File: src/rtl/pipe_mem_arbiter.sv
// Data-memory arbiter between the MW pipeline stage and an external loader/debug port.
// The core has priority, with starvation-forced ext grants and locked ext bursts.
module pipe_mem_arbiter #(
  parameter int STARVE_MAX = 4,
  parameter int BURST_MAX  = 4
) (
  input  logic        clk_i,
  input  logic        rst_n_i,
  input  logic        core_req_i,
  input  logic        core_we_i,
  input  logic [31:0] core_addr_i,
  input  logic [31:0] core_wdata_i,
  output logic [31:0] core_rdata_o,
  output logic        core_stall_o,
  input  logic        ext_req_i,
  input  logic        ext_lock_i,
  input  logic        ext_we_i,
  input  logic [31:0] ext_addr_i,
  input  logic [31:0] ext_wdata_i,
  output logic        ext_gnt_o,
  output logic        ext_rvalid_o,
  output logic [31:0] ext_rdata_o,
  output logic        mem_we_o,
  output logic [31:0] mem_addr_o,
  output logic [31:0] mem_wdata_o,
  input  logic [31:0] mem_rdata_i,
  output logic        dbg_state,
  output logic [3:0]  dbg_starve_cnt,
  output logic [3:0]  dbg_beat_cnt
);

  // Ext handshake: ext holds req/addr/wdata stable until a cycle with ext_gnt_o = 1;
  // every grant cycle is exactly one transfer, and reads return one cycle later on ext_rvalid_o.

  typedef enum logic {ARB_CORE = 1'b0, ARB_EXT = 1'b1} arb_state_t;

  localparam logic [3:0] STARVE_LIM = 4'(STARVE_MAX);
  localparam logic [3:0] BURST_LIM  = 4'(BURST_MAX);
  localparam logic       BURST_EN   = (BURST_MAX > 1);

  arb_state_t state, state_next;
  logic [3:0] starve_cnt, beat_cnt;
  logic       starve_hit, gnt, stall, leave_ext;

  assign starve_hit = (starve_cnt == STARVE_LIM);
  assign leave_ext  = ~ext_req_i | ~ext_lock_i | (gnt & (beat_cnt + 4'd1 == BURST_LIM));

  always_ff @(posedge clk_i) begin
    if (!rst_n_i) state <= ARB_CORE;
    else          state <= state_next;
  end

  always_comb begin
    state_next = state;
    case (state)
      ARB_CORE: if (gnt & ext_lock_i & BURST_EN) state_next = ARB_EXT;
      ARB_EXT:  if (leave_ext) state_next = ARB_CORE;
      default:  state_next = ARB_CORE;
    endcase
  end

  always_comb begin
    gnt   = 1'b0;
    stall = 1'b0;
    if (rst_n_i) begin
      if (state == ARB_EXT) begin
        gnt   = ext_req_i;
        stall = core_req_i;
      end else begin
        gnt   = ext_req_i & (~core_req_i | starve_hit);
        stall = core_req_i & gnt;
      end
    end
  end

  assign ext_gnt_o    = gnt;
  assign core_stall_o = stall;
  assign mem_addr_o   = gnt ? ext_addr_i  : core_addr_i;
  assign mem_wdata_o  = gnt ? ext_wdata_i : core_wdata_i;
  assign mem_we_o     = rst_n_i & (gnt ? ext_we_i : (core_req_i & core_we_i & ~stall));
  assign core_rdata_o = mem_rdata_i;

  always_ff @(posedge clk_i) begin
    if (!rst_n_i) begin
      starve_cnt   <= 4'd0;
      beat_cnt     <= 4'd0;
      ext_rvalid_o <= 1'b0;
      ext_rdata_o  <= 32'h0;
    end else begin
      ext_rvalid_o <= gnt & ~ext_we_i;
      if (gnt & ~ext_we_i) ext_rdata_o <= mem_rdata_i;
      if (state == ARB_CORE) begin
        if (gnt)                           starve_cnt <= 4'd0;
        else if (ext_req_i & ~starve_hit)  starve_cnt <= starve_cnt + 4'd1;
        beat_cnt <= (state_next == ARB_EXT) ? 4'd1 : 4'd0;
      end else begin
        // Inside a burst every cycle either grants ext or ends the burst; both clear it.
        starve_cnt <= 4'd0;
        if (leave_ext) beat_cnt <= 4'd0;
        else if (gnt)  beat_cnt <= beat_cnt + 4'd1;
      end
    end
  end

  assign dbg_state      = state;
  assign dbg_starve_cnt = starve_cnt;
  assign dbg_beat_cnt   = beat_cnt;

endmodule

File: config.mk
export PLATFORM = sky130hd
export DESIGN_NAME = pipe_mem_arbiter
export DESIGN_NICKNAME = d
export VERILOG_FILES = /design/src/rtl/pipe_mem_arbiter.sv
export SDC_FILE = /design/constraint.sdc
export NUM_CORES = 1
export LEC_CHECK = 0
export ABC_AREA = 0
export CORE_AREA = 2 2 118 120
export CTS_CLUSTER_SIZE = 24
export DETAILED_ROUTE_END_ITERATION = 7
export DIE_AREA = 0 0 120 122
export GPL_TIMING_DRIVEN = 0
export HOLD_SLACK_MARGIN = 0.05
export SYNTH_ARGS = -nofsm -noshare
export SYNTH_HDL_FRONTEND = slang
export SYNTH_SLANG_ARGS = --single-unit
File: constraint.sdc
create_clock -name clk_i -period 2 [get_ports clk_i]
set_input_delay 0.2 -clock clk_i [delete_from_list [all_inputs] [get_ports clk_i]]
set_output_delay 0.2 -clock clk_i [all_outputs]
set_load 0.005 [all_outputs]
==> metrics.txt <==
unrepaired setup endpoints after global routing=true; post-route cell area=between 6000 and 7000 um^2; Die Wd=120 um; Lkg Pwr=around 3 nW; max-cap violations=0; final net count=807; Critical Path RT=around 1800 ps; DR iter-0 viols=a little under 100; fin cells=approximately 820; Period Utilization, post-route=1.15; IO Count=a little over 300; root buf cell=clkbuf_16; via count of the first global-routing pass=about 3800; share of cells above drive strength 1=0.329; clock skew=roughly 3.8 ps; CP Capture Type=primary output; clock sinks=42; clock power share=0.281; max-slew headroom at the worst pin=0.664; Cell Int Power=around 2.2 mW; final hold vios=0; #FFs+latches synth=42; hold_ws=a little under 300 ps; Syn Area/Cell=a little over 9 um^2; Max Fclk=between 0.4 and 0.5 GHz; aggregate routed wire length=between 15000 and 20000 um; gpl congestion=0.887; CTS Buf Count=5; Gate power share=0.420; DIE HEIGHT=roughly 120 um; Post-Syn Nets=~480; H-Tree Depth=2; antenna-violating nets left=0; core area=13500 um^2; grt total ovfl=0; Max Fanout on Critical Path=5; Max clock buf depth=2; crit path DAT=2100 ps; Seq/Total Area, Yosys=0.298; switch share=0.255; status=finished, violations left; mapped cell area=roughly 2800 um^2; Pwr Density=roughly 430 nW/um^2; CTS tree=built; placed insts=roughly 790; gr usage total=0.214; initial antenna violation count=0; Mapped Cells=~310; Peak VDD IR=0.381 mV; Vias=3516; Worst Hold Class=input port to flip-flop; commonest non-fill, non-tap cell in the layout=clkdlybuf4s50_1; starting density of the core=0.209; first-pass GRT wire length=roughly 23000 um; DRC errors left=0; Setup violations, final=64; post-layout minimum cycle time=2300 ps; largest net degree at the start of global routing=20; die area=14600 um^2; dpl hpwl=12800 um; Seq pwr share=0.299; Clk pin slew, worst setup/hold paths=60 ps; wire per inst=19.7 um; first-pass iteration count of the detailed router=6; routed vias/inst=roughly 4.3; placed cell areas=between 6000 and 7000 um^2; net switching power figure=0.752 mW; most frequent cells in the layout=clkdlybuf4s50_1, buf_6, nand2_1; post-layout util=0.512; final slew viol count=0; Area Growth Syn to Fin=145%; Clk Latency, worst-skew pair=around 280 ps; WS Path Type=flip-flop to primary output; Synthesis Warnings=0; actual slew at the worst max-slew pin=between 500 and 600 ps; Port Buffers=305; synth unique cells=31; failing checks=setup timing; crit start category=flip-flop; final worst slack=-299 ps; row count=between 40 and 50
==> power by group through the flow <==
stage	Combinational (mW)	Clock, mW	Sequential (mW)
final	1.24	0.830	0.882
after global routing	1.30	0.882	0.885
after CTS	1.27	0.857	0.882
after detailed placement	1.03	0	0.902
after global placement	1.03	0	0.900
after floorplan	0.277	0	0.903
==> worst max-delay path: stages, from the launching register on <==
cell and delay (ps):
dfxtp_2 340, inv_2 50, ha_4 150, and3b_2 230, o211ai_4 210, buf_6 150
buf_6 110, buf_16 120, mux2_4 320, buf_6 140
==> cell usage after synthesis, drive strengths merged <==
| cell type | count | share of area |
|---|---|---|
| a21oi | 7 | 0.012 |
| clkbuf | 8 | 0.011 |
| nand4b | 1 | 0.0031 |
| a211o | 1 | 0.0031 |
| a21boi | 2 | 0.0053 |
| mux2i | 32 | 0.11 |
| mux2 | 64 | 0.26 |
| nand3b | 1 | 0.0027 |
| and3b | 1 | 0.0031 |
| nor2b | 1 | 0.0022 |
| nor2 | 1 | 0.0013 |
| o2111ai | 1 | 0.0031 |
| nor3 | 4 | 0.0071 |
| inv | 8 | 0.011 |
| dfxtp | 42 | 0.30 |
| a211oi | 1 | 0.0071 |
| o211ai | 3 | 0.0097 |
| xor2 | 1 | 0.0031 |
| o21ai | 3 | 0.0053 |
| nand4 | 2 | 0.0044 |
| or3 | 1 | 0.0022 |
| nand3 | 4 | 0.0071 |
| buf | 43 | 0.12 |
| nand2b | 3 | 0.0066 |
| ha | 3 | 0.013 |
| and3 | 1 | 0.0022 |
| nand2 | 66 | 0.088 |
| xnor2 | 1 | 0.0031 |
==> final timing paths <==
| check | start | to | slack [ps] | cells after the start |
|---|---|---|---|---|
| hold reg to reg | ext_rdata_o[21] | ext_rdata_o[21] | 450 | 2 |
| hold / removal | ext_req_i | dbg_starve_cnt[1] | 290 | 3 |
| setup / recovery | dbg_starve_cnt[0] | mem_addr_o[13] | -300 | 9 |
| setup reg to reg | dbg_starve_cnt[1] | ext_rdata_o[20] | 130 | 7 |
==> cell type report <==
class / instances / area (um^2)
antenna: 1 / 2.50
clock buffer: 6 / 139
fill: 1243 / 6580
buffer: 48 / 384
timing repair buffer: 327 / 3420
tap: 180 / 225
inverter: 8 / 30.0
clock inverter: 2 / 12.5
multi-input combinational: 205 / 1860
sequential: 42 / 846
==> sequential cells by signal, indices dropped and copies added (netlist names) <==
register / count
dbg_state: 1
ext_rvalid_o: 1
ext_rdata_o: 32
dbg_beat_cnt: 4
dbg_starve_cnt: 4
==> per-layer routing <==
layer	share of wire	wire length [um]	GRT usage
met1	0.40	6410	0.252
met2	0.48	7800	0.371
met3	0.095	1540	0.0698
met4	0.026	415	0.0588
met5	0	0	0
==> timing repair <==
action	CTS	global route
resized for setup	458	6
pin swaps	3	1
endpoints found under the setup margin	67	66
setup buffers	20	1
hold buffers	0	0
gates cloned	5	0
==> metrics by stage <==
stage | power (mW) | setup TNS, ps | setup slack (ps)
after global placement | 1.93 | -44910 | -814
after global routing | 3.07 | -19960 | -357
after floorplan | 1.18 | 0 | 83.5
after CTS | 3.01 | -20120 | -400
after detailed placement | 1.93 | -46580 | -841
final | 2.95 | -16450 | -299
==> cells by family after synthesis <==
kind of cell | share of synthesized area
AOI/OAI and AO/OA | 0.0461
xor gates and xnor gates | 0.00621
adders and majority gates | 0.0133
buffers and inverters | 0.138
DFF | 0.298
muxes | 0.369
and+or+nand+nor | 0.130
(Power assumes the default switching activity.)
